## src/rtl/regfile_arbiter.sv

```systemverilog
// rtl/regfile_arbiter.sv - round-robin arbiter sharing one single-port register file between two requesters
module regfile_arbiter #(
   parameter int WIDTH = 16,
   parameter int ADDR  = 3
) (
   input  logic             clk_i,
   input  logic             rst_i,
   input  logic             req0_i,
   input  logic             req1_i,
   input  logic             wr0_i,
   input  logic             wr1_i,
   input  logic [ADDR-1:0]  addr0_i,
   input  logic [ADDR-1:0]  addr1_i,
   input  logic [WIDTH-1:0] wdata0_i,
   input  logic [WIDTH-1:0] wdata1_i,
   output logic             gnt0_o,
   output logic             gnt1_o,
   output logic             rvld0_o,
   output logic             rvld1_o,
   output logic [WIDTH-1:0] rdata_o,
   output logic             busy_o,
   output logic [ADDR-1:0]  rf_address_o,
   output logic             rf_wren_o,
   output logic             rf_rden_o,
   output logic [WIDTH-1:0] rf_wrdata_o,
   input  logic [WIDTH-1:0] rf_rddata_i
);

   typedef enum logic [1:0] {IDLE, CMD, RDWAIT} state_e;

   state_e           state_q, state_d;
   logic             last_q, last_d;
   logic             owner_q, owner_d;
   logic             is_wr_q, is_wr_d;
   logic             gnt0_q, gnt0_d, gnt1_q, gnt1_d;
   logic             rvld0_q, rvld0_d, rvld1_q, rvld1_d;
   logic             busy_q, busy_d;
   logic             rf_wren_q, rf_wren_d, rf_rden_q, rf_rden_d;
   logic [ADDR-1:0]  rf_address_q, rf_address_d;
   logic [WIDTH-1:0] rf_wrdata_q, rf_wrdata_d;
   logic [WIDTH-1:0] rdata_q, rdata_d;
   logic             winner;
   logic             win_wr;

   always_comb begin
      state_d      = state_q;
      last_d       = last_q;
      owner_d      = owner_q;
      is_wr_d      = is_wr_q;
      gnt0_d       = 1'b0;
      gnt1_d       = 1'b0;
      rvld0_d      = 1'b0;
      rvld1_d      = 1'b0;
      rf_wren_d    = 1'b0;
      rf_rden_d    = 1'b0;
      rf_address_d = rf_address_q;
      rf_wrdata_d  = rf_wrdata_q;
      rdata_d      = rdata_q;
      // On contention the requester that did not win last time gets the slot.
      winner       = (req0_i && req1_i) ? ~last_q : req1_i;
      win_wr       = winner ? wr1_i : wr0_i;

      case (state_q)
         IDLE: begin
            if (req0_i || req1_i) begin
               state_d      = CMD;
               last_d       = winner;
               owner_d      = winner;
               is_wr_d      = win_wr;
               gnt0_d       = ~winner;
               gnt1_d       = winner;
               rf_wren_d    = win_wr;
               rf_rden_d    = ~win_wr;
               rf_address_d = winner ? addr1_i : addr0_i;
               rf_wrdata_d  = winner ? wdata1_i : wdata0_i;
            end
         end
         CMD: begin
            state_d = is_wr_q ? IDLE : RDWAIT;
         end
         RDWAIT: begin
            rdata_d = rf_rddata_i;
            rvld0_d = ~owner_q;
            rvld1_d = owner_q;
            state_d = IDLE;
         end
         default: begin
            state_d = IDLE;
         end
      endcase

      busy_d = (state_d != IDLE);
   end

   always_ff @(posedge clk_i or posedge rst_i) begin
      if (rst_i) begin
         state_q      <= IDLE;
         last_q       <= 1'b1;
         owner_q      <= 1'b0;
         is_wr_q      <= 1'b0;
         gnt0_q       <= 1'b0;
         gnt1_q       <= 1'b0;
         rvld0_q      <= 1'b0;
         rvld1_q      <= 1'b0;
         busy_q       <= 1'b0;
         rf_wren_q    <= 1'b0;
         rf_rden_q    <= 1'b0;
         rf_address_q <= '0;
         rf_wrdata_q  <= '0;
         rdata_q      <= '0;
      end else begin
         state_q      <= state_d;
         last_q       <= last_d;
         owner_q      <= owner_d;
         is_wr_q      <= is_wr_d;
         gnt0_q       <= gnt0_d;
         gnt1_q       <= gnt1_d;
         rvld0_q      <= rvld0_d;
         rvld1_q      <= rvld1_d;
         busy_q       <= busy_d;
         rf_wren_q    <= rf_wren_d;
         rf_rden_q    <= rf_rden_d;
         rf_address_q <= rf_address_d;
         rf_wrdata_q  <= rf_wrdata_d;
         rdata_q      <= rdata_d;
      end
   end

   assign gnt0_o       = gnt0_q;
   assign gnt1_o       = gnt1_q;
   assign rvld0_o      = rvld0_q;
   assign rvld1_o      = rvld1_q;
   assign rdata_o      = rdata_q;
   assign busy_o       = busy_q;
   assign rf_address_o = rf_address_q;
   assign rf_wren_o    = rf_wren_q;
   assign rf_rden_o    = rf_rden_q;
   assign rf_wrdata_o  = rf_wrdata_q;

endmodule

```

## config.mk

```make
export PLATFORM = sky130hd
export DESIGN_NAME = regfile_arbiter
export DESIGN_NICKNAME = d
export VERILOG_FILES = /design/src/rtl/regfile_arbiter.sv
export SDC_FILE = /design/constraint.sdc
export NUM_CORES = 1
export LEC_CHECK = 0
export CAP_MARGIN = 20
export CORE_MARGIN = 3
export CORE_UTILIZATION = 42
export CTS_CLUSTER_DIAMETER = 50
export DETAILED_ROUTE_END_ITERATION = 6
export PLACE_DENSITY = 0.9
export SYNTH_ARGS = -nofsm -noshare
export SYNTH_HDL_FRONTEND = slang
export SYNTH_SLANG_ARGS = --single-unit
```

## constraint.sdc

```tcl
create_clock -name clk_i -period 3.1 [get_ports clk_i]
set_input_delay 0.93 -clock clk_i [delete_from_list [all_inputs] [get_ports clk_i]]
set_output_delay 0.93 -clock clk_i [all_outputs]
set_load 0.03 [all_outputs]
```

==> summary.txt <==
Status = finished clean
Syn Inst Count = 174
Nets = 334
Post-CTS Setup Bufs = 0
PortBufs = 101
Worst EP required = 2.17 ns
Clock Tree Buf Depth = 2
Setup violations, final = 0
Overall routed net length = 4.878 mm
Routing usage on met1 = 20.05%
Mapped Area = 1942 sq um
Drt first pass iters = 4
Worst-margin pin slew = 1.008 ns
Max FO, Critical Path = 2
Die X-Extent = 74.00 um
Die height = 74.00 um
Syn_area_per_cell = 11.16 sq um
Final min period = 2.272 ns
Overflow left after global routing = 0
Layout cells sized above 1 = 8.364%
RSZ-0062 raised after global routing = no
Worst Hold Path EP = state_q[1]
Max Fclk = 440.1 MHz
Post-Place Cells = 319
Worst hold slack = 0.4534 ns
Worst Min Path Start = is_wr_q
Standard-cell rows = 24
Total number of vias = 1684
Worst VDD drop = 0.5587 mV
WL/cell = 14.92 um
CTS tree = yes
Seq/Total Area, Yosys = 60.63%
Drt first-iter violations = 79
Number of H-tree levels = 2
Drt drc = 0
Static Leakage = 1.320 nW
Post-Layout Cell Count = 327
Crit path max-delay family = buffers and inverters
Hold depth = 1
Clock Skew = 0.007784 ns
Total CTS buffers = 5
Die area = 5475 sq um
Worst slew margin = 32.79%
Worst flop-to-flop path startpoint = state_q[0]
# IOs = 102
Worst flop-to-flop path endpoint = rdata_o[10]
GR peak layer = met2
Met3 GRT Util = 7.703%
Core footprint = 4414 sq um
Hold buffers post-CTS = 0
GP Congestion = 0.7060
PostCTS Resize Cnt = 0
#FFs+latches synth = 47
Mapped Nets = 234
PnR Total Power = 3.194 mW
Initial core utilization = 43.99%
Post-route ant nets = 0
Worst min path class = reg -> reg
Clock sinks = 47
Clock transition at the registers of the reported paths = 0.08 ns
Final Hold Viols = 0
Distinct cells, synth = 24
Crit. End Element = output port
Largest net degree at the start of global routing = 48
Fin. max-slew vios = 0
PD cells = 1042 nW/um^2
Total of max-cap violations = 0
M2 GR Usage = 33.17%
WS Path Type = reg -> out
Fin Setup TNS = 0 ns
P&R area growth vs syn = 57.86%
Worst EP arrival = 1.34 ns
Vias in the first global route = 1675
CP max-delay cell = clkdlybuf4s50_1
Synth warnings = 0
Reg2reg path depth = 2
Root Driver = clkbuf_8
Critical-path cell list = clkdlybuf4s50_1
Tcrit/Tclk final = 73.30%
WP buf/inv = 1
Initial antenna violation count = 0
CP peak stage delay = 0.69 ns
N_diodes = 0
Total GRT Usage = 18.30%
Post-DR vias/cell = 5.150
Fill cell count = 346
First-pass GRT wire length = 7.652 mm
DP HPWL = 3.548 mm
Reg-to-reg setup timing slack = 1.36 ns
Worst-Skew Late Latency = 0.29 ns
Startpoint types = register
[cell families (layout without fill, tap and decap cells)]
| family | Yosys count | count (layout) | synth area share, % |
|---|---|---|---|
| AND/OR/NAND/NOR | 50 | 50 | 10.83 |
| flip-flops | 47 | 47 | 60.63 |
| AO/OA/AOI/OAI | 45 | 45 | 13.40 |
| multiplexers | 17 | 17 | 11.34 |
| buffers and inverters | 15 | 116 | 3.802 |
[flip-flops by register name (all words and copies together) (netlist names)]
signal        cells
rdata_o          16
rf_wrdata_o      16
rf_address_o      3
state_q           2
busy_o            1
gnt0_o            1
gnt1_o            1
is_wr_q           1
last_q            1
owner_q           1
rf_rden_o         1
rf_wren_o         1
rvld0_o           1
rvld1_o           1
[Yosys cell counts]
cell type / instances / area [sq um]
mux2_4: 8 / 120.1
nand2_1: 39 / 146.4
nor2_1: 4 / 15.01
nor3b_1: 1 / 7.510
nor2_2: 1 / 6.260
mux2i_1: 1 / 10.01
a21bo_2: 1 / 10.01
and2_1: 1 / 6.260
buf_2: 5 / 25.02
nand2b_1: 1 / 6.260
clkbuf_1: 5 / 18.77
dfrtp_1: 46 / 1151
inv_2: 1 / 3.750
a21boi_1: 1 / 7.510
mux2_1: 8 / 90.09
buf_4: 1 / 7.510
inv_1: 2 / 7.510
a21oi_1: 22 / 110.1
dfstp_2: 1 / 26.28
a31oi_1: 20 / 125.1
buf_6: 1 / 11.26
a21o_1: 1 / 7.510
nor3_2: 1 / 10.01
or2_1: 2 / 12.51
[layout by cell type, fill, tap and decap left out, drive strengths merged]
cell,n
a21bo,1
a21boi,1
a21o,1
a21oi,22
a31oi,20
and2,1
buf,4
clkbuf,8
clkdlybuf4s50,101
dfrtp,46
dfstp,1
inv,3
mux2,16
mux2i,1
nand2,39
nand2b,1
nor2,5
nor3,1
nor3b,1
or2,2
[how the worst max path moves through the flow]
stage                   startpoint              to  slack (ns)  depth (start not counted)
floorplan                    rst_i          busy_o        1.06                          1
global placement            req0_i         is_wr_q        0.71                          4
detailed placement          req0_i         is_wr_q        0.61                          4
CTS                 rf_wrdata_o[8]  rf_wrdata_o[8]        0.82                          1
global route        rf_wrdata_o[1]  rf_wrdata_o[1]        0.78                          1
finish              rf_wrdata_o[0]  rf_wrdata_o[0]        0.83                          1
[stage by stage]
step	instance area (sq um)	setup WS (ns)	util [%]
after floorplan	1942	1.056	-
after global placement	2985	0.7127	67.63
after detailed placement	2985	0.6054	67.63
after CTS	3065	0.8157	69.44
after global routing	3065	0.7763	69.44
final	3065	0.8278	69.44
[power breakdown]
part	total (mW)	leakage, nW	switching (mW)	internal [mW]
clock	0.347	0.0395	0.187	0.160
combinational	1.77	0.729	0.982	0.788
sequential	1.08	0.551	0.161	0.915
total	3.19	1.32	1.33	1.86
[worst register-to-register path, delay by kind of cell (launching register included)]
family	cells	cell delay, ns
mux	1	0.40
flops	1	0.42
simple gates	1	0.80
[metal layers]
| layer | vias to the layer above | share of wire (%) |
|---|---|---|
| met5 | - | 0 |
| met4 | 0 | 0.35 |
| met3 | 2 | 11 |
| met2 | 83 | 51 |
| met1 | 800 | 37 |
| li1 | 799 | - |
[area by class of cell]
cell class,count,area [sq um],share of cell area [%]
Tap cell,52,65.06,2.122
Sequential cell,47,1177,38.41
Clock buffer,8,80.08,2.612
Multi-Input combinational cell,112,690.7,22.53
Timing Repair Buffer,105,1041,33.96
Inverter,3,11.26,0.3673
Note: power is estimated with default switching activity, not from simulation.
==> patch, RTL diff (same settings) <==
`rdata_q` no longer has a reset.
--- a/src/rtl/regfile_arbiter.sv
+++ b/src/rtl/regfile_arbiter.sv
@@ -107,7 +107,6 @@
          rf_rden_q    <= 1'b0;
          rf_address_q <= '0;
          rf_wrdata_q  <= '0;
-         rdata_q      <= '0;
       end else begin
          state_q      <= state_d;
          last_q       <= last_d;
@@ -122,8 +121,11 @@
          rf_rden_q    <= rf_rden_d;
          rf_address_q <= rf_address_d;
          rf_wrdata_q  <= rf_wrdata_d;
-         rdata_q      <= rdata_d;
       end
+   end
+
+   always_ff @(posedge clk_i) begin
+      rdata_q <= rdata_d;
    end
 
    assign gnt0_o       = gnt0_q;
Function: differs if rst_i is asserted again (counterexample within 4 cycles, from zero or initial values and one cycle with rst_i high); with rst_i held inactive, the same outputs for 10 cycles.
==> patch against the original RTL <==
Worst setup slack got worse by 26 ps. Cell count down 18%. Critical path depth unchanged. First-iteration DRC count fell by 23%. Sequential cell count is the same. Wire length shrank 9.9%. Design area is 4.7% lower. Total power decreased by 13%. Clock power rose by 28%. Synthesized area decreased by 8.7%. Global-route usage up 0.39 points. Critical endpoint is now rf_wrdata_o[9].
==> patch: results (changes against the original RTL) <==
Outcome
  – Outcome: completed (unchanged)

GRT
  – Met2 Use GR: 0.304 (was 0.332)
  – First-pass GRT wire length: 7.32 mm (was 7.65 mm)
  – Met1 usage in global routing: 0.228 (was 0.201)
  – Vias in the first global route: 1479 (was 1675)
  – Largest net degree at the start of global routing: 32 (was 48)
  – Global-route usage over all layers: 0.187 (was 0.183)

Floorplan
  – Die footprint: 0.00504 mm² (was 0.00548 mm²)

Layout
  – # fillers: 260 (was 346)
  – NumNets Final: 279 (was 334)
  – NonClk Buf Share: 0.356 (was 0.340)
  – Non-Filler Instances: 268 (was 327)
  – Clock buf/inv share: 0.0385 (was 0.0261)
  – Fin util: 0.758 (was 0.694)
  – Flip-flop and latch count: 47 (unchanged)
  – Count of multi-input gates: 56 (was 112)
  – Multi-input combinational area share: 0.149 (was 0.225)

Power and ir drop
  – Internal Power: 1.73 mW (was 1.86 mW)
  – Overall power: 2.79 mW (was 3.19 mW)
  – P_seq: 1.02 mW (was 1.08 mW)
  – Leak pwr: 1.27 nW (was 1.32 nW)
  – Clock power frac: 0.159 (was 0.109)

Route
  – Routed length per instance: 16.4 µm (was 14.9 µm)
  – Met3 WL: 559 µm (was 555 µm)
  – Violation count after the first detailed-route iteration: 61 (was 79)
  – M1 WL: 1.82 mm (about the same)
  – Via count: 1383 (was 1684)

Synth
  – Top cells by instance count after synthesis: 30 x dfrtp_1, 20 x and3_1, 19 x a221o_1, 16 x edfxtp_1 (was 46 x dfrtp_1, 39 x nand2_1, 22 x a21oi_1, 20 x a31oi_1)
  – Async SR Flop Fraction: 0.660 (was 1.00)
  – Fraction of synthesized area in multiplexers: 0.0113 (was 0.113)
  – Syn Inst Count: 115 (was 174)
  – Register area share after synthesis: 0.709 (was 0.606)
  – Synth area leaders: dfrtp_1 42%, edfxtp_1 27%, a221o_1 11% (was dfrtp_1 59%, nand2_1 7.5%, a31oi_1 6.4%)
  – Post-Syn Nets: 175 (was 234)
  – Yosys cell types: 19 (was 24)

Place
  – Placed Cells: 260 (was 319)
  – Detail Placement HPWL: 3.39 mm (was 3.55 mm)
  – Placed inst area: 0.00281 mm² (was 0.00299 mm²)

Timing
  – Clock Skew: 6.59 ps (was 7.78 ps)

Critical path
  – Critical Path AT: 1370 ps (was 1340 ps)
## patch: changes by cell type in the layout (fill, tap and decap cells not counted), sizes merged, moves of 2 or more
| cell | before | now |
|---|---|---|
| nor2 | 5 | 3 |
| and3 | 0 | 20 |
| a31oi | 20 | 0 |
| a221o | 0 | 19 |
| a21oi | 22 | 0 |
| nand2 | 39 | 2 |
| clkinv | 0 | 2 |
| dfrtp | 46 | 30 |
| or2 | 2 | 0 |
| clkbuf | 8 | 5 |
| mux2 | 16 | 0 |
| nor2b | 0 | 2 |
| edfxtp | 0 | 16 |
## patch: final timing paths
kind / from / cells past startpoint / slack, ps / end
max: rf_wrdata_o[9] / 1 / 800 / rf_wrdata_o[9]
min: owner_q / 1 / 480 / rvld0_o
max reg2reg: state_q[0] / 3 / 1290 / rf_wrdata_o[9]
min reg2reg: owner_q / 1 / 480 / rvld0_o
max in group asynchronous: rst_i / 3 / 1770 / last_q
min in group asynchronous: rst_i / 3 / 1010 / owner_q
